`src/rtl/bsg_manycore_ram_latency_gate_if.sv`:
```
// rtl/bsg_manycore_ram_latency_gate_if.sv - endpoint request/response and RAM port bundle for the latency gate
interface bsg_manycore_ram_latency_gate_if #(
  parameter int data_width_p  = 32,
  parameter int addr_width_p  = 26,
  parameter int els_p         = 1024,
  parameter int count_width_p = 32
);
  localparam int mem_addr_width_lp = $clog2(els_p);
  localparam int mask_width_lp     = data_width_p >> 3;

  logic                         in_v_i;
  logic                         in_we_i;
  logic [addr_width_p-1:0]      in_addr_i;
  logic [data_width_p-1:0]      in_data_i;
  logic [mask_width_lp-1:0]     in_mask_i;
  logic                         in_yumi_o;

  logic                         mem_v_o;
  logic                         mem_w_o;
  logic [mem_addr_width_lp-1:0] mem_addr_o;
  logic [data_width_p-1:0]      mem_data_o;
  logic [mask_width_lp-1:0]     mem_mask_o;
  logic [data_width_p-1:0]      mem_data_i;

  logic                         returning_v_o;
  logic [data_width_p-1:0]      returning_data_o;

  logic                         oob_o;
  logic [count_width_p-1:0]     read_count_o;
  logic [count_width_p-1:0]     write_count_o;

  modport slave (
    input  in_v_i, in_we_i, in_addr_i, in_data_i, in_mask_i, mem_data_i,
    output in_yumi_o, mem_v_o, mem_w_o, mem_addr_o, mem_data_o, mem_mask_o,
    output returning_v_o, returning_data_o, oob_o, read_count_o, write_count_o
  );

  modport master (
    output in_v_i, in_we_i, in_addr_i, in_data_i, in_mask_i, mem_data_i,
    input  in_yumi_o, mem_v_o, mem_w_o, mem_addr_o, mem_data_o, mem_mask_o,
    input  returning_v_o, returning_data_o, oob_o, read_count_o, write_count_o
  );
endinterface

```
`src/rtl/bsg_manycore_ram_latency_gate.sv`:
```
// rtl/bsg_manycore_ram_latency_gate.sv - holds endpoint requests for latency_p cycles before issuing them to a 1rw RAM
module bsg_manycore_ram_latency_gate #(
  parameter int data_width_p  = 32,
  parameter int addr_width_p  = 26,
  parameter int els_p         = 1024,
  parameter int latency_p     = 8,
  parameter int count_width_p = 32
) (
  input logic clk_i,
  input logic reset_i,
  bsg_manycore_ram_latency_gate_if.slave bus
);
  localparam int mem_addr_width_lp = $clog2(els_p);
  localparam int mask_width_lp     = data_width_p >> 3;
  localparam int cnt_width_lp      = (latency_p < 1) ? 1 : $clog2(latency_p + 1);
  localparam logic [addr_width_p:0] els_lp = (addr_width_p + 1)'(els_p);

  typedef enum logic [0:0] {
    S_IDLE = 1'b0,
    S_WAIT = 1'b1
  } state_e;

  state_e                  state_r, state_n;
  logic [cnt_width_lp-1:0] cnt_r, cnt_n;
  logic                    issue_raw;
  logic                    issue;
  logic                    oob;

  logic                     returning_v_r;
  logic                     oob_read_r;
  logic                     oob_r;
  logic [count_width_p-1:0] read_count_r;
  logic [count_width_p-1:0] write_count_r;

  // The request is never latched; the endpoint FIFO keeps it stable until yumi.
  assign oob = ({1'b0, bus.in_addr_i} >= els_lp);

  always_ff @(posedge clk_i or posedge reset_i) begin
    if (reset_i) begin
      state_r <= S_IDLE;
      cnt_r   <= '0;
    end else begin
      state_r <= state_n;
      cnt_r   <= cnt_n;
    end
  end

  always_comb begin
    state_n   = state_r;
    cnt_n     = cnt_r;
    issue_raw = 1'b0;
    case (state_r)
      S_IDLE: begin
        if (bus.in_v_i) begin
          if (latency_p == 0) begin
            issue_raw = 1'b1;
          end else begin
            cnt_n   = cnt_width_lp'(latency_p - 1);
            state_n = S_WAIT;
          end
        end
      end
      S_WAIT: begin
        if (cnt_r != '0) begin
          cnt_n = cnt_r - cnt_width_lp'(1);
        end else begin
          issue_raw = 1'b1;
          state_n   = S_IDLE;
        end
      end
      default: begin
        state_n = S_IDLE;
      end
    endcase
  end

  // Reset is asynchronous, so the combinational issue path must be blocked directly.
  assign issue = issue_raw & ~reset_i;

  always_comb begin
    bus.in_yumi_o  = issue;
    bus.mem_v_o    = issue & ~oob;
    bus.mem_w_o    = issue & ~oob & bus.in_we_i;
    bus.mem_addr_o = {mem_addr_width_lp{1'b0}};
    bus.mem_data_o = {data_width_p{1'b0}};
    bus.mem_mask_o = {mask_width_lp{1'b0}};
    if (issue) begin
      bus.mem_addr_o = bus.in_addr_i[mem_addr_width_lp-1:0];
      bus.mem_data_o = bus.in_data_i;
      bus.mem_mask_o = bus.in_mask_i;
    end
  end

  always_ff @(posedge clk_i or posedge reset_i) begin
    if (reset_i) begin
      returning_v_r <= 1'b0;
      oob_read_r    <= 1'b0;
      oob_r         <= 1'b0;
      read_count_r  <= '0;
      write_count_r <= '0;
    end else begin
      returning_v_r <= issue;
      oob_read_r    <= issue & oob & ~bus.in_we_i;
      if (issue & oob) begin
        oob_r <= 1'b1;
      end
      if (issue & ~bus.in_we_i) begin
        read_count_r <= read_count_r + count_width_p'(1);
      end
      if (issue & bus.in_we_i) begin
        write_count_r <= write_count_r + count_width_p'(1);
      end
    end
  end

  // An out-of-range read never touched the RAM, so its stale output is masked off.
  assign bus.returning_v_o    = returning_v_r;
  assign bus.returning_data_o = oob_read_r ? {data_width_p{1'b0}} : bus.mem_data_i;
  assign bus.oob_o            = oob_r;
  assign bus.read_count_o     = read_count_r;
  assign bus.write_count_o    = write_count_r;

  a_req_stable_in_wait: assert property (
    @(posedge clk_i) disable iff (reset_i)
    (state_r == S_WAIT) |-> $stable({bus.in_v_i, bus.in_we_i, bus.in_addr_i, bus.in_data_i, bus.in_mask_i})
  );
endmodule

```
`src/flat_wrapper.sv`:
```
// flat-port wrapper written by rule: the top's interface ports become plain ports
module bsg_manycore_ram_latency_gate_flat 
#(
  parameter int data_width_p  = 32,
  parameter int addr_width_p  = 26,
  parameter int els_p         = 1024,
  parameter int latency_p     = 8,
  parameter int count_width_p = 32
)
  (clk_i, reset_i, bus_in_v_i, bus_in_we_i, bus_in_addr_i, bus_in_data_i, bus_in_mask_i, bus_mem_data_i, bus_in_yumi_o, bus_mem_v_o, bus_mem_w_o, bus_mem_addr_o, bus_mem_data_o, bus_mem_mask_o, bus_returning_v_o, bus_returning_data_o, bus_oob_o, bus_read_count_o, bus_write_count_o);
  bsg_manycore_ram_latency_gate_if #(.data_width_p(data_width_p), .addr_width_p(addr_width_p), .els_p(els_p), .count_width_p(count_width_p)) bus_i ();
  input logic clk_i;
  input logic reset_i;
  input wire logic [$bits(bus_i.in_v_i)-1:0] bus_in_v_i;
  input wire logic [$bits(bus_i.in_we_i)-1:0] bus_in_we_i;
  input wire logic [$bits(bus_i.in_addr_i)-1:0] bus_in_addr_i;
  input wire logic [$bits(bus_i.in_data_i)-1:0] bus_in_data_i;
  input wire logic [$bits(bus_i.in_mask_i)-1:0] bus_in_mask_i;
  input wire logic [$bits(bus_i.mem_data_i)-1:0] bus_mem_data_i;
  output wire logic [$bits(bus_i.in_yumi_o)-1:0] bus_in_yumi_o;
  output wire logic [$bits(bus_i.mem_v_o)-1:0] bus_mem_v_o;
  output wire logic [$bits(bus_i.mem_w_o)-1:0] bus_mem_w_o;
  output wire logic [$bits(bus_i.mem_addr_o)-1:0] bus_mem_addr_o;
  output wire logic [$bits(bus_i.mem_data_o)-1:0] bus_mem_data_o;
  output wire logic [$bits(bus_i.mem_mask_o)-1:0] bus_mem_mask_o;
  output wire logic [$bits(bus_i.returning_v_o)-1:0] bus_returning_v_o;
  output wire logic [$bits(bus_i.returning_data_o)-1:0] bus_returning_data_o;
  output wire logic [$bits(bus_i.oob_o)-1:0] bus_oob_o;
  output wire logic [$bits(bus_i.read_count_o)-1:0] bus_read_count_o;
  output wire logic [$bits(bus_i.write_count_o)-1:0] bus_write_count_o;
  assign bus_i.in_v_i = bus_in_v_i;
  assign bus_i.in_we_i = bus_in_we_i;
  assign bus_i.in_addr_i = bus_in_addr_i;
  assign bus_i.in_data_i = bus_in_data_i;
  assign bus_i.in_mask_i = bus_in_mask_i;
  assign bus_i.mem_data_i = bus_mem_data_i;
  assign bus_in_yumi_o = bus_i.in_yumi_o;
  assign bus_mem_v_o = bus_i.mem_v_o;
  assign bus_mem_w_o = bus_i.mem_w_o;
  assign bus_mem_addr_o = bus_i.mem_addr_o;
  assign bus_mem_data_o = bus_i.mem_data_o;
  assign bus_mem_mask_o = bus_i.mem_mask_o;
  assign bus_returning_v_o = bus_i.returning_v_o;
  assign bus_returning_data_o = bus_i.returning_data_o;
  assign bus_oob_o = bus_i.oob_o;
  assign bus_read_count_o = bus_i.read_count_o;
  assign bus_write_count_o = bus_i.write_count_o;
  bsg_manycore_ram_latency_gate #(.data_width_p(data_width_p), .addr_width_p(addr_width_p), .els_p(els_p), .latency_p(latency_p), .count_width_p(count_width_p)) u_core (.clk_i(clk_i), .reset_i(reset_i), .bus(bus_i));
endmodule
```
`config.mk`:
```
export PLATFORM = sky130hd
export DESIGN_NAME = bsg_manycore_ram_latency_gate_flat
export DESIGN_NICKNAME = d
export VERILOG_FILES = /design/src/rtl/bsg_manycore_ram_latency_gate_if.sv /design/src/rtl/bsg_manycore_ram_latency_gate.sv /design/src/flat_wrapper.sv
export SDC_FILE = /design/constraint.sdc
export NUM_CORES = 1
export LEC_CHECK = 0
export ABC_AREA = 1
export BUFFER_PORTS_ARGS = -buffer_cell sky130_fd_sc_hd__buf_4
export CAP_MARGIN = 5
export CORE_MARGIN = 2
export CORE_UTILIZATION = 49
export CTS_CLUSTER_SIZE = 12
export DETAILED_ROUTE_END_ITERATION = 10
export PLACE_DENSITY = 0.86
export SETUP_SLACK_MARGIN = 0.5
export SYNTH_ARGS = -nofsm -noshare
export SYNTH_HDL_FRONTEND = slang
export SYNTH_SLANG_ARGS = --single-unit
```
`constraint.sdc`:
```
create_clock -name clk_i -period 6.5 [get_ports clk_i]
set_input_delay 0.65 -clock clk_i [delete_from_list [all_inputs] [get_ports clk_i]]
set_output_delay 0.65 -clock clk_i [all_outputs]
set_load 0.01 [all_outputs]
```
Yosys cells after proc, flatten, opt, wreduce, memory -nomap -nowiden --
Index checks and enable logic that the tools add are counted.
Storage, ports and cells: register bits after elaboration 72, bits in latches 0, bits in writable memories 0, ROM bits 0, word-level logic and storage cells 38, memories 0
Cells by class: add/subtract/negate cells 3, multiply operators 0, div/mod/pow operators 0, order comparisons 1, equal/unequal tests 2, shift-type cells 0, multiplexer cells 12, bitwise logic cells 11, reductions and logical operators 2
Operators with widths (number):
- 32-bit by 1-bit adder with 32-bit output, second input constant | 2
- 32-bit two-way mux | 2
- 26-bit by 11-bit greater-or-equal comparator with 1-bit output, second input constant | 1
- 4-bit two-way mux | 3
- 10-bit two-way mux | 1
- 4-bit case mux with 2 select lines | 1
- 1-bit bitwise AND | 7
- 1-bit two-way mux | 4
- 2-bit inequality test, second input constant | 2
- 1-bit NOT | 4
- 4-bit nonzero test | 1
- 4-bit by 1-bit subtractor with 4-bit output, second input constant | 1
- 1-bit case mux with 2 select lines | 1
- 2-bit AND reduction | 1

Logic depth before layout (Yosys ltp) --
Gate-level depths: netlist (run 1).
depth after elaboration 6, depth in mapped cells 12, mapped depth without buffers 11

Worst setup path before layout (run 1) --
No wires, ideal clock.
kind input to output, start in reset_i, end out bus_mem_data_o[10], arrival 3065 ps, path slack 2785 ps, cell stages on the path 5, buffers on the path 2, cells stage by stage inv_1 -> nand3_4 -> buf_2 -> buf_2 -> nor2_1
Between the ends: cells in the longest elaborated chain, start to end 3
Ends and longest elaborated chain:
- start, declared | RTL line flat_wrapper.sv:13 | input logic reset_i;
- 1-bit NOT | RTL line bsg_manycore_ram_latency_gate.sv:78 | assign issue = issue_raw & ~reset_i;
- 1-bit bitwise AND | RTL line bsg_manycore_ram_latency_gate.sv:78
- 32-bit two-way mux | RTL line bsg_manycore_ram_latency_gate.sv:87 | if (issue) begin
- end, declared | RTL line flat_wrapper.sv:24 | output wire logic [$bits(bus_i.mem_data_o)-1:0] bus_mem_data_o;
Every way passes these cells.

Worst setup path in the final report (run 1) --
start reg u_core.cnt_r[0], end out bus_mem_w_o
Between the ends: cells in the longest elaborated chain, start to end 6
Ends and longest elaborated chain:
- start, declared | RTL line bsg_manycore_ram_latency_gate.sv:24 | logic [cnt_width_lp-1:0] cnt_r, cnt_n;
- start signal, assigned | RTL line bsg_manycore_ram_latency_gate.sv:44 | cnt_r <= cnt_n;
- 4-bit nonzero test | RTL line bsg_manycore_ram_latency_gate.sv:64 | if (cnt_r != '0) begin
- 1-bit two-way mux | RTL line bsg_manycore_ram_latency_gate.sv:64
- 1-bit two-way mux | RTL line bsg_manycore_ram_latency_gate.sv:52 | case (state_r)
- 1-bit bitwise AND | RTL line bsg_manycore_ram_latency_gate.sv:78
- 1-bit bitwise AND (2 in a row) | RTL line bsg_manycore_ram_latency_gate.sv:83 | bus.mem_w_o = issue & ~oob & bus.in_we_i;
- end, declared | RTL line flat_wrapper.sv:22 | output wire logic [$bits(bus_i.mem_w_o)-1:0] bus_mem_w_o;
Every way passes these cells.

==> results of run 1 <==
[synthesized netlist by cell type]
master / count
sky130_fd_sc_hd__xor2_1: 18
sky130_fd_sc_hd__buf_2: 4
sky130_fd_sc_hd__nor3b_1: 1
sky130_fd_sc_hd__nor2_1: 144
sky130_fd_sc_hd__inv_1: 132
sky130_fd_sc_hd__nand2_2: 4
sky130_fd_sc_hd__inv_2: 4
sky130_fd_sc_hd__nand3b_1: 15
sky130_fd_sc_hd__nand4_1: 12
sky130_fd_sc_hd__clkbuf_1: 3
sky130_fd_sc_hd__nor4_1: 3
sky130_fd_sc_hd__nor2_2: 10
sky130_fd_sc_hd__xnor2_1: 19
sky130_fd_sc_hd__nor2_8: 1
sky130_fd_sc_hd__buf_1: 1
sky130_fd_sc_hd__dfrtp_1: 72
sky130_fd_sc_hd__nand2_1: 178
sky130_fd_sc_hd__nand3_4: 1
sky130_fd_sc_hd__nand3_1: 27
sky130_fd_sc_hd__o21ai_0: 6
sky130_fd_sc_hd__buf_6: 3
sky130_fd_sc_hd__nand2_4: 1
sky130_fd_sc_hd__nor3_1: 6
sky130_fd_sc_hd__ha_1: 4
sky130_fd_sc_hd__nor2_4: 4
[state kept, by name (all words and copies together) (netlist names)]
name / cells
u_core.bus.oob_o: 1
u_core.bus.read_count_o: 32
u_core.bus.returning_v_o: 1
u_core.bus.write_count_o: 32
u_core.cnt_r: 4
u_core.oob_read_r: 1
u_core.state_r: 1
[final cells by class]
type,count,area (um2),area share
multi-input cells,454,2173,0.3281
repair buffers,245,1839,0.2777
flip-flops and latches,72,1802,0.2720
inverters,136,510.5,0.07707
clock buffers,12,155.1,0.02342
well taps,111,138.9,0.02097
clock inverters,1,5.005,0.0007556
[stage by stage]
step / cells / worst slack (ns) / power [mW] / hold WS, ns / util
6_report: 1031 / 3.552 / 1.165 / 0.4987 / 0.7272
5_1_grt: 1031 / 3.293 / 1.233 / 0.5193 / 0.7272
4_1_cts: 1031 / 3.532 / 1.169 / 0.4894 / 0.7272
3_5_place_dp: 1018 / 3.525 / 0.8621 / 0.4681 / 0.7096
3_3_place_gp: 1018 / 3.579 / 0.8571 / 0.4534 / 0.7096
2_1_floorplan: 673 / 2.785 / 0.6936 / 0.4922 / -
[layer usage]
metal | vias up | global-route usage
li1 | 2476 | -
met1 | 2263 | 0.3850
met2 | 199 | 0.5219
met3 | 31 | 0.08357
met4 | 0 | 0.1001
met5 | - | 0
[cell families (layout without fill, tap and decap cells)]
logic type,count (synthesis),count (layout),share of synthesized area
simple gates,407,407,0.3885
buf+inv,147,394,0.1272
flops,72,72,0.3956
xor+xnor,37,37,0.07115
compound gates,6,6,0.006594
fa+ha+maj,4,4,0.01099
[tightest hold or removal path: cells and delay by family, from the launching register on]
kind,cells,cell delay [ns]
DFF,1,0.37
buffers and inverters,1,0.04
and+or+nand+nor,1,0.06
[path summary, 6_finish.rpt]
kind	start	to	cells after the start
max	u_core.cnt_r[0]	bus_mem_w_o	9
min	u_core.bus.oob_o	u_core.bus.oob_o	2
max reg2reg	u_core.cnt_r[0]	u_core.bus.write_count_o[28]	11
min in group asynchronous	reset_i	u_core.bus.read_count_o[16]	3
min reg2reg	u_core.bus.oob_o	u_core.bus.oob_o	2
max in group asynchronous	reset_i	u_core.bus.write_count_o[10]	3
[placed cells by master (no fill, tap or decap), drive strengths merged]
cell	instances
inv	136
dfrtp	72
nand2	183
xnor2	19
nand3	28
buf	245
ha	4
nor2	159
nor3b	1
o21ai	6
nand4	12
clkbuf	12
nand3b	15
xor2	18
clkinv	1
nor4	3
nor3	6
[power by group through the flow]
stage	logic, mW	registers (mW)	clock network (mW)
finish	0.337	0.519	0.310
global placement	0.330	0.527	0
global route	0.375	0.523	0.334
floorplan	0.169	0.525	0
detailed placement	0.336	0.526	0
CTS	0.338	0.518	0.313
==> results.txt, run 1 <==
- The run finished with clean final reports.
- For this design, the slowest cell found on the critical path is sky130_fd_sc_hd__nand3_4.
- Library cell with the largest summed area after synthesis: sky130_fd_sc_hd__dfrtp_1
* Mapped Nets: 775
* CTS Hold Bufs: 0
- Switching component of the power: 0.3740 mW
* Wirelength, routed: 15330 um
- Entering global routing, the biggest net connects 74 pins.
- STA puts the critical path data arrival time at 2.30 ns.
- Routed len/inst: 14.87 um
- Core ar.: 0.009109 mm2
- Largest vdd supply drop: 0.0001454 V
- The clock passes through at most 2 buffers.
- With fillers left out, the area of the finished cells amounts to 0.006624 mm2.
* Internal Dissipation: 0.7912 mW
* Clock latency of the later-clocked register in the worst-skew pair: 0.35 ns
- The share of the Yosys chip area taken by registers is 0.3956.
* Max Clock Skew: 0.008235 ns
- Across every metal layer, demand over resource in global routing totals 0.3089.
- The final count of hold timing violations is 0.
* Critical path launch point type: register
* Count of input and output buffers: 244
- Dividing the synthesized area by the synthesized cell count gives 6.767 um2.
* Final Max Slew Viols: 0
- In the final routing, the length of wire on met1 measures 6251 um.
- Setup repair after global routing left no endpoint under its margin.
- The worst register-to-register path has a setup slack of 3.62 ns.
* Switching share of total power: 0.3210
- The first global-routing pass estimated 23900 um of wire.
- Clock tree from TritonCTS: yes
- The total overflow left after global routing is 0.
* Chip height: 100.4 um
- Initial core utilization: 0.5000
* Number of rows in the core area: 35
* PD cells: 175.9 mW/mm2
- Final setup fails: 0
- The number of gates resized after CTS was 0.
- Yosys warnings: 0
- The critical path in this run is classified as reg -> out.
- At the pin with the least slew margin, the transition time is 0.9483 ns.
- The die covers 0.01008 mm2.
- The HPWL after detailed placement is 12230 um.
* Top sig layer: met4
- After detailed routing, the number of remaining DRC violations is 0.
- From synthesis to final layout, the design area changed by 45.44%.
- Clock share of power: 0.266
- Leading post-synthesis cells by cell area: sky130_fd_sc_hd__dfrtp_1, sky130_fd_sc_hd__nand2_1, sky130_fd_sc_hd__nor2_1, sky130_fd_sc_hd__inv_1, sky130_fd_sc_hd__xnor2_1
- CTS clk-pin slew, worst paths: 0.06 ns
* Final-layout fill cell count: 775
- After technology mapping, the gate count stands at 673.
* Area of the mapped netlist: 0.004554 mm2
- For this run, the detailed router's first-pass iteration total came to 4.
- For this block, the initial DRC count from the detailed router was 325.
- In this run the remaining antenna-violating nets after routing total 0.
- Ant diodes: 0
- On the critical path the largest part of the delay comes from simple AND/OR/NAND/NOR gates.
* Class of the tightest hold or removal check: reg -> reg
- Headroom to the max-slew limit came out at 0.3678.
- 245 I/O pins were placed.
- Flops & latches, synth: 72
- Slowest cell delay on critical path: 0.43 ns
- Along the worst path, the maximum fanout reaches 50.
- Placed inst area: 0.006464 mm2
- The routed design uses 1288 um of met3 wire.
* Weighted congestion at the end of routability-driven global placement: 0.8965
- The worst path in the final design needs a cycle of 2.948 ns, including I/O delays and setup.
- The H-tree was split into 3 levels.
- The routed layout has 4969 vias.
* Post-CTS setup repair buffer count: 0
- Gate power share: 0.289
- At the worst endpoint, the required time is 5.85 ns.
- By instance count, the cell type seen most on the critical path is sky130_fd_sc_hd__inv_2.
* Die width: 100.4 um
- In this run, distinct cell masters in the synthesized netlist total 25.
- In the final design database the tool counted 1020 nets.
- Of the available clock period, the critical path in the final layout requires 0.4535.
* Drt via density: 4.820
- Leak pwr: 3.830 nW
* Number of global-route vias before repair: 4704
- Total clock buffers created by CTS: 9
* Detailed-routed wire length on met2: 7352 um
* Initial antenna violation count: 0
* Sequential group share of total power: 0.445
- Maximum operating frequency: 0.3392 GHz
- The critical path contains buffers and inverters numbering 4 combined.
* Critical path, cell by cell: inv_1 > ha_1 > nand2_1 > inv_2 > nand3_4 > inv_2 > nand2_2 > nor2_1 > buf_4
- For this design, the sink count on the clock tree is 72.
* Root Buffer: sky130_fd_sc_hd__clkbuf_8
- Of the cells placed in the final design, the portion with a size suffix greater than 1 is 0.3076.
* MaxCap Viol Count: 0
* Yosys top cell area share: 0.3956
- CP Capture Type: output pin
* Sum Neg Setup Slack: 0 ns
Note: power is estimated with default switching activity, not from simulation.
==> run 2, diff against run 1 <==
--- a/config.mk
+++ b/config.mk
@@ -9,10 +9,10 @@
 export BUFFER_PORTS_ARGS = -buffer_cell sky130_fd_sc_hd__buf_4
 export CAP_MARGIN = 5
 export CORE_MARGIN = 2
-export CORE_UTILIZATION = 49
+export CORE_UTILIZATION = 41
 export CTS_CLUSTER_SIZE = 12
 export DETAILED_ROUTE_END_ITERATION = 10
-export PLACE_DENSITY = 0.86
+export PLACE_DENSITY = 0.77
 export SETUP_SLACK_MARGIN = 0.5
 export SYNTH_ARGS = -nofsm -noshare
 export SYNTH_HDL_FRONTEND = slang
==> constraint.sdc (replaced) <==
create_clock -name clk_i -period 2.43 [get_ports clk_i]
set_input_delay 0.243 -clock clk_i [delete_from_list [all_inputs] [get_ports clk_i]]
set_output_delay 0.243 -clock clk_i [all_outputs]
set_load 0.01 [all_outputs]
==> run 2 against run 1 <==
Effect of this change: clock-buffer cell count shrank 3; cell count grew 7.2%; via count grew 4.1%; power grew to 3.4 times the previous value; clock skew grew 0.0067 ns; hold slack lost 0.37 ns; clock power grew to 3.5 times the previous value.
==> results.txt, run 2 (same netlist as run 1, synthesis figures left out) <==
- The DRC violations left is 0 (unchanged).
- The type of the worst setup path was reg -> out (unchanged).
- Number of global-route vias before repair: 4810 (was 4704)
- Initial antenna violation count: 2 (was 0)
- The highest-delay cell along the critical path is sky130_fd_sc_hd__dfrtp_1 (was sky130_fd_sc_hd__nand3_4).
* Final Hold Vio Count: 0 (unchanged)
- Utilization of the core after routing: 0.7271 (was 0.7272)
- The non-filler instance count after layout is 1105 (was 1031).
- The largest driver fanout on the critical path came to 6 (was 50).
- The sum of buffers and inverters on the critical path was 5 (was 4).
* Number of sinks on the clock net: 72 (unchanged)
- The final count of pins violating max slew is 0 (unchanged).
* Weighted congestion at the end of routability-driven global placement: 0.8671 (was 0.8965)
- Sum Neg Setup Slack: 0 ns (unchanged)
* Commonest non-fill, non-tap cell in the layout: sky130_fd_sc_hd__buf_4 (unchanged)
- The total power is 3.953 mW (was 1.165 mW).
- Routed len/inst: 15.99 um (was 14.87 um)
- Synth-to-layout area growth: 73.08% (was 45.44%)
- Most used cells in the layout excluding fill and tap cells: sky130_fd_sc_hd__buf_4, sky130_fd_sc_hd__nand2_1, sky130_fd_sc_hd__inv_1, sky130_fd_sc_hd__nor2_1, sky130_fd_sc_hd__dfrtp_1 (was sky130_fd_sc_hd__buf_4, sky130_fd_sc_hd__nand2_1, sky130_fd_sc_hd__nor2_1, sky130_fd_sc_hd__inv_1, sky130_fd_sc_hd__dfrtp_1).
- Core ar.: 0.01084 mm2 (was 0.009109 mm2)
- Clock buffer depth: 2 (unchanged)
- The final-stage net count is 1060 (was 1020).
- Wirelength, routed: 17670 um (was 15330 um)
- Largest vdd supply drop: 0.0003067 V (was 0.0001454 V)
* Crit path arrival time: 1.79 ns (was 2.30 ns)
* Critical path launch point type: register (unchanged)
* Clock latency of the later-clocked register in the worst-skew pair: 0.36 ns (was 0.35 ns)
- The global-route congestion overflow total is 0 (unchanged).
- The type of the most critical hold path is in -> reg (was reg -> reg).
- Run status: finished clean (unchanged).
- The family with the most delay on the worst path is buffers and inverters (was simple AND/OR/NAND/NOR gates).
* Leak pwr: 4.180 nW (was 3.830 nW)
- The clock tree from TritonCTS was yes (unchanged).
- Maximum operating frequency: 0.4926 GHz
- Final critical-path required period: 2.030 ns
* Chip height: 109.4 um (was 100.4 um)
- Relative slew margins: 0.4084 (was 0.3678)
* Iteration count of the initial detailed-routing pass: 7 (was 4)
* Slowest cell delay on critical path: 0.39 ns (was 0.43 ns)
- Largest net degree at the start of global routing: 73 (was 74)
* Required time of the critical path: 2.19 ns (was 5.85 ns)
* All-layer global routing usage: 0.2920 (was 0.3089)
* Period Utilization, post-route: 0.8354
- DP Cell Count: 1052 (was 1018)
- CP Capture Type: output pin (unchanged)
- Count of input and output buffers: 244 (unchanged)
* Share of final-layout standard cells stronger than drive strength 1: 0.4174 (was 0.3076)
* I/O pin total: 245 (unchanged)
- The die width is 109.4 um (was 100.4 um).
- Final setup fails: 0 (unchanged)
- Post-DP HPWL: 12660 um (was 12230 um)
* Remaining antenna violation count after routing: 0 (unchanged)
- Total number of H-tree levels: 3 (unchanged)
- Floorplan die area: 0.01197 mm2 (was 0.01008 mm2)
- Initial core utilization: 0.4201 (was 0.5000)
- PD cells: 501.5 mW/mm2 (was 175.9 mW/mm2)
- The detail-routed via count per cell was 4.681 (was 4.820).
- Critical path, cell by cell: inv_2 > ha_4 > nand2_4 > inv_4 > nand3_4 > buf_12 > buf_16 > nor2_4 > buf_6 (was inv_1 > ha_1 > nand2_1 > inv_2 > nand3_4 > inv_2 > nand2_2 > nor2_1 > buf_4).
* MaxCap Viol Count: 0 (unchanged)
- The worst clock skew on the final layout came to 0.01491 ns (was 0.008235 ns).
- Total number of vias: 5172 (was 4969)
- CTS Hold Bufs: 0 (unchanged)
* RSZ-0062 raised after global routing: true (was false)
- First-pass GRT wire length: 25890 um (was 23900 um)
* Root Buffer: sky130_fd_sc_hd__clkbuf_8 (unchanged)
- The number of rows created at floorplan came to 38 (was 35).
- The number of CTS-inserted buffers is 9 (unchanged).
* First-iteration detailed-routing DRC count: 287 (was 325)
* Least-Margin Pin Slew: 0.8874 ns (was 0.9483 ns)
* Final critical-path setup slack: 0.4000 ns (was 3.552 ns)
- The clock input transition at the sequential cells of the worst setup and hold paths was 0.09 ns (was 0.06 ns).
- Worst slack at placement: 0.3833 ns (was 3.525 ns)
==> run 2: cell types whose count changed in the layout (fill, tap and decap cells not counted), moves of 4 or more <==
cell                      previous run  this run
sky130_fd_sc_hd__buf_6               0        45
sky130_fd_sc_hd__nor2_4              4        56
sky130_fd_sc_hd__buf_16              0         7
sky130_fd_sc_hd__nand3_1            27        23
sky130_fd_sc_hd__nand2_1           178       168
sky130_fd_sc_hd__nor2_2             10        15
sky130_fd_sc_hd__buf_4             245       230
sky130_fd_sc_hd__nand2_2             4        12
sky130_fd_sc_hd__nor2_1            144        87
==> run 2: metal layers <==
metal | track usage | wire [um] | vias to the layer above | share of wire
li1 | - | - | 2553 | -
met1 | 0.3538 | 6988 | 2400 | 0.40
met2 | 0.5194 | 8734 | 190 | 0.49
met3 | 0.06520 | 1473 | 29 | 0.083
met4 | 0.08228 | 470 | 0 | 0.027
met5 | 0 | 0 | - | 0
==> run 2: area by class of cell <==
type                    instances  area, um2
diodes                          2      5.005
clock buffers                   9      123.9
clock inverters                 7      102.6
fillers                       846       2958
inverters                     136      531.8
multi-input cells             454       2656
flip-flops and latches         72       1802
well taps                     140      175.2
repair buffers                285       2486
==> run 2: worst reg2reg max path: stages, from the launching register on <==
cell and delay (ns):
sky130_fd_sc_hd__dfrtp_1 0.39, sky130_fd_sc_hd__inv_2 0.08, sky130_fd_sc_hd__ha_4 0.14, sky130_fd_sc_hd__nand2_4 0.05, sky130_fd_sc_hd__buf_4 0.13, sky130_fd_sc_hd__buf_4 0.12, sky130_fd_sc_hd__buf_4 0.12, sky130_fd_sc_hd__buf_4 0.12
sky130_fd_sc_hd__buf_4 0.13, sky130_fd_sc_hd__nor2_4 0.13, sky130_fd_sc_hd__nand3_4 0.14, sky130_fd_sc_hd__buf_4 0.17, sky130_fd_sc_hd__nor2_2 0.08, sky130_fd_sc_hd__xor2_1 0.15
==> run 2: path summary, 6_finish.rpt <==
check / slack, ns / depth (start not counted) / endpoint / start
setup / recovery: 0.40 / 9 / bus_mem_mask_o[0] / u_core.cnt_r[0]
hold / removal: 0.13 / 2 / u_core.oob_read_r / bus_in_we_i
setup reg to reg: 0.42 / 13 / u_core.bus.read_count_o[7] / u_core.cnt_r[0]
hold reg to reg: 0.47 / 2 / u_core.bus.oob_o / u_core.bus.oob_o
max in group asynchronous: 1.56 / 3 / u_core.bus.returning_v_o / reset_i
min in group asynchronous: 0.30 / 3 / u_core.bus.read_count_o[19] / reset_i
==> run 2: metrics by stage <==
| step | hold slack [ns] | area (um2) |
|---|---|---|
| after global placement | 0.4569 | 6596 |
| final | 0.1322 | 7883 |
| after global routing | 0.1357 | 7880 |
| after floorplan | 0.3094 | 4639 |
| after CTS | 0.1220 | 7606 |
| after detailed placement | 0.4596 | 6596 |
==> run 2: repair_timing <==
item,CTS,global route
cloned,7,0
endpoints found under the hold margin,0,0
setup endpoints to repair,57,78
pin swaps,4,9
setup buffers,13,15
gates resized for setup,136,41
==> run 2: power breakdown <==
part	leakage (nW)	switching, mW	internal, mW
clock network	0.111	0.508	0.591
registers	0.969	0.100	1.29
logic	3.10	0.724	0.740
==> run 3, diff against run 2 <==
--- a/config.mk
+++ b/config.mk
@@ -5,14 +5,14 @@
 export SDC_FILE = /design/constraint.sdc
 export NUM_CORES = 1
 export LEC_CHECK = 0
-export ABC_AREA = 1
+export ABC_AREA = 0
 export BUFFER_PORTS_ARGS = -buffer_cell sky130_fd_sc_hd__buf_4
 export CAP_MARGIN = 5
 export CORE_MARGIN = 2
-export CORE_UTILIZATION = 41
+export CORE_UTILIZATION = 43
 export CTS_CLUSTER_SIZE = 12
 export DETAILED_ROUTE_END_ITERATION = 10
-export PLACE_DENSITY = 0.77
+export PLACE_DENSITY = 0.81
 export SETUP_SLACK_MARGIN = 0.5
 export SYNTH_ARGS = -nofsm -noshare
 export SYNTH_HDL_FRONTEND = slang
==> constraint.sdc (replaced) <==
create_clock -name clk_i -period 2 [get_ports clk_i]
set_input_delay 0.2 -clock clk_i [delete_from_list [all_inputs] [get_ports clk_i]]
set_output_delay 0.2 -clock clk_i [all_outputs]
set_load 0.01 [all_outputs]
==> run 3 against run 2 <==
Effect of this change: the run now ends with setup timing left; critical endpoint is now bus_mem_addr_o[9]; sequential share of layout area increased by 2.1 points; power increased by 22%; die area decreased by 18%.
==> results.txt, run 3 <==
* Run status: finished, violations left (was finished clean)
- Violations in the final reports: setup timing
- The headroom to the max-slew limit is 0.6491 (was 0.4084).
- Library cell with the largest summed area after synthesis: sky130_fd_sc_hd__dfrtp_1 (unchanged)
- FF-to-FF setup slack: -0.01 ns (was 0.42 ns)
- The number of antenna violations at the first check in global routing came to 0 (was 2).
* Die width: 98.84 um (was 109.4 um)
* Combinational family with the most area after synthesis: simple AND/OR/NAND/NOR gates (unchanged)
- Yosys top cell area share: 0.4659 (was 0.3956)
- The type of the most critical hold path is in -> reg (unchanged).
- The final count of hold timing violations was 0 (unchanged).
- The power per standard cell area came to 664.9 mW/mm2 (was 501.5 mW/mm2).
* Flops & latches, synth: 72 (unchanged)
- The data arrival time at the worst-slack endpoint is 1.86 ns (was 1.79 ns).
- Multiplexer share of the synthesized area: 0.005823 (was 0)
- Post-synth top flop: sky130_fd_sc_hd__dfrtp_1 (unchanged)
* Drt via density: 5.386 (was 4.681)
* Count of input and output buffers: 244 (unchanged)
- Wirelength, routed: 14990 um (was 17670 um)
* Cell types with the highest counts after synthesis: sky130_fd_sc_hd__dfrtp_1, sky130_fd_sc_hd__and3_1, sky130_fd_sc_hd__xnor2_1, sky130_fd_sc_hd__nor2_1, sky130_fd_sc_hd__nor2b_1 (was sky130_fd_sc_hd__nand2_1, sky130_fd_sc_hd__nor2_1, sky130_fd_sc_hd__inv_1, sky130_fd_sc_hd__dfrtp_1, sky130_fd_sc_hd__nand3_1)
- Dividing the final minimum period by the clock period gives 1.032.
- Number of global-route vias before repair: 4399 (was 4810)
- The total I/O pin count came to 245 (unchanged).
* Floorplan die area: 0.009768 mm2 (was 0.01197 mm2)
* Weighted congestion at the end of routability-driven global placement: 0.8824 (was 0.8671)
* R2R Path End: u_core.bus.read_count_o[12] (was u_core.bus.read_count_o[7])
- MaxCap Viol Count: 0 (unchanged)
- Mapped Nets: 499 (was 775)
- The post-synthesis average cell area was 9.742 um2 (was 6.767 um2).
* Number of rows in the core area: 34 (was 38)
* Final setup fails: 45 (was 0)
* Leak pwr: 3.723 nW (was 4.180 nW)
* Final critical-path required period: 2.064 ns
* Share of the yosys chip area belonging to registers: 0.4659 (was 0.3956)
* Max Clock Skew: 0.01336 ns (was 0.01491 ns)
* Complex-gate fraction of the synthesized area: 0.01521 (was 0.006593)
- The area overhead of the layout relative to synthesis is 87.03% (was 73.08%).
- Number of unique standard cell types used by synthesis: 34 (was 25)
* First-iteration detailed-routing DRC count: 212 (was 287)
* Ant diodes: 0 (was 2)
- CTS Hold Bufs: 0 (unchanged)
- The data required time of the critical path came to 1.80 ns (was 2.19 ns).
* Critical path launch point type: register (unchanged)
- Synthesized-area fraction occupied by adder cells: 0.01294 (was 0.01099)
- The share of cells above drive strength 1 was 0.5727 (was 0.4174).
- The element type at the critical path end was an output pin (unchanged).
* Least-Margin Pin Slew: 0.5263 ns (was 0.8874 ns)
- Worst-path maximum fanout: 11 (was 6)
- Type of the setup path with the least slack: reg -> out (unchanged)
- Grt ovf: 0 (unchanged)
- The worst reg2reg path depth came to 9 (was 13).
* Worst hold margin: 0.09197 ns (was 0.1322 ns)
- The buffer type at the clock tree root is sky130_fd_sc_hd__clkbuf_8 (unchanged).
- The final-stage net count is 785 (was 1060).
- The total vias in the final route was 4287 (was 5172).
- Most used cells in the layout excluding fill and tap cells: sky130_fd_sc_hd__buf_4, sky130_fd_sc_hd__dfrtp_1, sky130_fd_sc_hd__buf_6, sky130_fd_sc_hd__xnor2_1, sky130_fd_sc_hd__nor2b_1 (was sky130_fd_sc_hd__buf_4, sky130_fd_sc_hd__nand2_1, sky130_fd_sc_hd__inv_1, sky130_fd_sc_hd__nor2_1, sky130_fd_sc_hd__dfrtp_1)
- Share of synthesized registers carrying an async set or reset: 1.000 (unchanged)
- Iteration count of the initial detailed-routing pass: 4 (was 7)
- The total of fill cells in the finished design came to 500 (was 846).
- The most instantiated library cell after synthesis was sky130_fd_sc_hd__dfrtp_1 (was sky130_fd_sc_hd__nand2_1).
- Routed len/inst: 18.83 um (was 15.99 um)
- The maximum level of the CTS H-tree was 3 (unchanged).
- Initial core utilization: 0.4435 (was 0.4201)
- The number of instances in the placed design came to 745 (was 1052).
- CTS clk-pin slew, worst paths: 0.08 ns (was 0.09 ns)
- The maximum vdd drop is 0.0005888 V (was 0.0003067 V).
* All-layer global routing usage: 0.2800 (was 0.2920)
- RSZ-0062 raised after global routing: true (unchanged).
- Clock buffer depth: 2 (unchanged)
* Yosys warnings: 0 (unchanged)
- The synthesized-area fraction occupied by and/or/nand/nor cells was 0.3342 (was 0.3885).
- Leading post-synthesis cells by cell area: sky130_fd_sc_hd__dfrtp_1, sky130_fd_sc_hd__and3_1, sky130_fd_sc_hd__xnor2_1, sky130_fd_sc_hd__xor2_1, sky130_fd_sc_hd__nor2b_1 (was sky130_fd_sc_hd__dfrtp_1, sky130_fd_sc_hd__nand2_1, sky130_fd_sc_hd__nor2_1, sky130_fd_sc_hd__inv_1, sky130_fd_sc_hd__xnor2_1)
* Final critical-path setup slack: -0.06397 ns (was 0.4000 ns)
* Commonest non-fill, non-tap cell in the layout: sky130_fd_sc_hd__buf_4 (unchanged)
- The y dimension of the die came to 98.84 um (was 109.4 um).
* Post-DP HPWL: 9533 um (was 12660 um)
- The post-synthesis instance total was 397 (was 673).
- The final count of pins violating max slew is 0 (unchanged).
- Clock tree from TritonCTS: yes (unchanged)
- The wire length of the first global-routing pass was 21820 um (was 25890 um).
- The launching point of the worst reg2reg path is u_core.cnt_r[0] (unchanged).
* Area of the mapped netlist: 0.003867 mm2 (was 0.004554 mm2)
- Final Non-Filler Cells: 796 (was 1105)
- Clock latency of the later-clocked register in the worst-skew pair: 0.35 ns (was 0.36 ns)
- Number of sinks on the clock net: 72 (unchanged)
* Total clock buffers created by CTS: 9 (unchanged)
- The number of enable flip-flop cells after synthesis is 0 (unchanged).
* Core ar.: 0.008721 mm2 (was 0.01084 mm2)
- Remaining antenna violation count after routing: 0 (unchanged)
- The area share of xor/xnor cells in the synthesized design came to 0.1404 (was 0.07115).
* Largest net degree at the start of global routing: 119 (was 73)
* Hold depth: 2 (unchanged)
* Hold Path End: u_core.cnt_r[3] (was u_core.oob_read_r)
- Launch instance of the worst min-delay path: bus_in_v_i (was bus_in_we_i)
* Count of unresolved DRC violations after routing: 0 (unchanged)
- Timing would allow up to 0.4845 GHz.
-- run 3: layout make-up --
class                      count  area (um2)  share of cell area
clock inverter                 7       96.34             0.01332
tap                          108       135.1             0.01868
clock buffer                   9       123.9             0.01713
sequential                    72        1804              0.2494
multi-input combinational    300        2464              0.3406
timing repair buffer         290        2571              0.3555
inverter                      10       38.79            0.005362
-- run 3: worst max-delay path by stage --
stage | depth (start not counted) | slack [ns] | end | startpoint
6_report | 5 | -0.06 | bus_mem_addr_o[9] | u_core.cnt_r[2]
5_1_grt | 5 | -0.1 | bus_mem_addr_o[9] | u_core.cnt_r[3]
4_1_cts | 7 | -0.008 | bus_mem_mask_o[2] | u_core.cnt_r[1]
3_5_place_dp | 8 | -0.04 | u_core.bus.write_count_o[21] | u_core.cnt_r[0]
3_3_place_gp | 8 | 0.1 | u_core.bus.write_count_o[21] | u_core.cnt_r[0]
2_1_floorplan | 7 | 0.21 | u_core.bus.write_count_o[18] | u_core.cnt_r[0]
-- run 3: cell families after synthesis --
group | Yosys count
mux | 2
simple gates | 222
compound gates | 10
xor+xnor | 62
fa+ha+maj | 4
buf+inv | 25
flops | 72
-- run 3: what timing repair did --
action                     4_1_cts  5_1_grt
resized for setup              112       47
gates cloned                     3        3
pin swaps                       48       36
setup endpoints to repair      148      149
setup buffers                   23        6
-- run 3: layer usage --
metal / global-route usage / part of all wire / up-vias / wire length (um)
met5: 0 / 0 / - / 0
met4: 0.1243 / 0.035 / 0 / 525
met3: 0.06241 / 0.073 / 39 / 1090
met2: 0.5312 / 0.56 / 224 / 8392
met1: 0.2919 / 0.33 / 2067 / 4977
li1: - / - / 1957 / -
-- run 3: where the power goes --
group | leakage [nW] | total, mW | switching, mW | internal, mW
clock network | 0.101 | 1.30 | 0.596 | 0.702
logic | 2.66 | 1.76 | 0.744 | 1.01
registers | 0.966 | 1.75 | 0.191 | 1.56
total | 3.72 | 4.81 | 1.53 | 3.28
-- run 3: per-stage QoR --
| step | power (mW) | utilization | area (um2) | TNS [ns] | setup WS [ns] |
|---|---|---|---|---|---|
| 4_1_cts | 4.538 | 0.7911 | 6899 | -0.02029 | -0.008336 |
| 3_3_place_gp | 2.762 | 0.6822 | 5949 | 0 | 0.09541 |
| 3_5_place_dp | 2.802 | 0.6822 | 5949 | -0.03802 | -0.03802 |
| 5_1_grt | 5.004 | 0.8294 | 7233 | -3.237 | -0.09827 |
| 6_report | 4.809 | 0.8294 | 7233 | -1.167 | -0.06397 |
| 2_1_floorplan | 2.256 | - | 3960 | 0 | 0.2091 |
-- run 3: worst max-delay path, cell delays in order, from the launching register on --
cell and delay [ns]:
sky130_fd_sc_hd__dfrtp_2 0.49, sky130_fd_sc_hd__and4bb_4 0.41, sky130_fd_sc_hd__buf_6 0.16, sky130_fd_sc_hd__buf_16 0.14, sky130_fd_sc_hd__and3_1 0.20, sky130_fd_sc_hd__buf_6 0.11
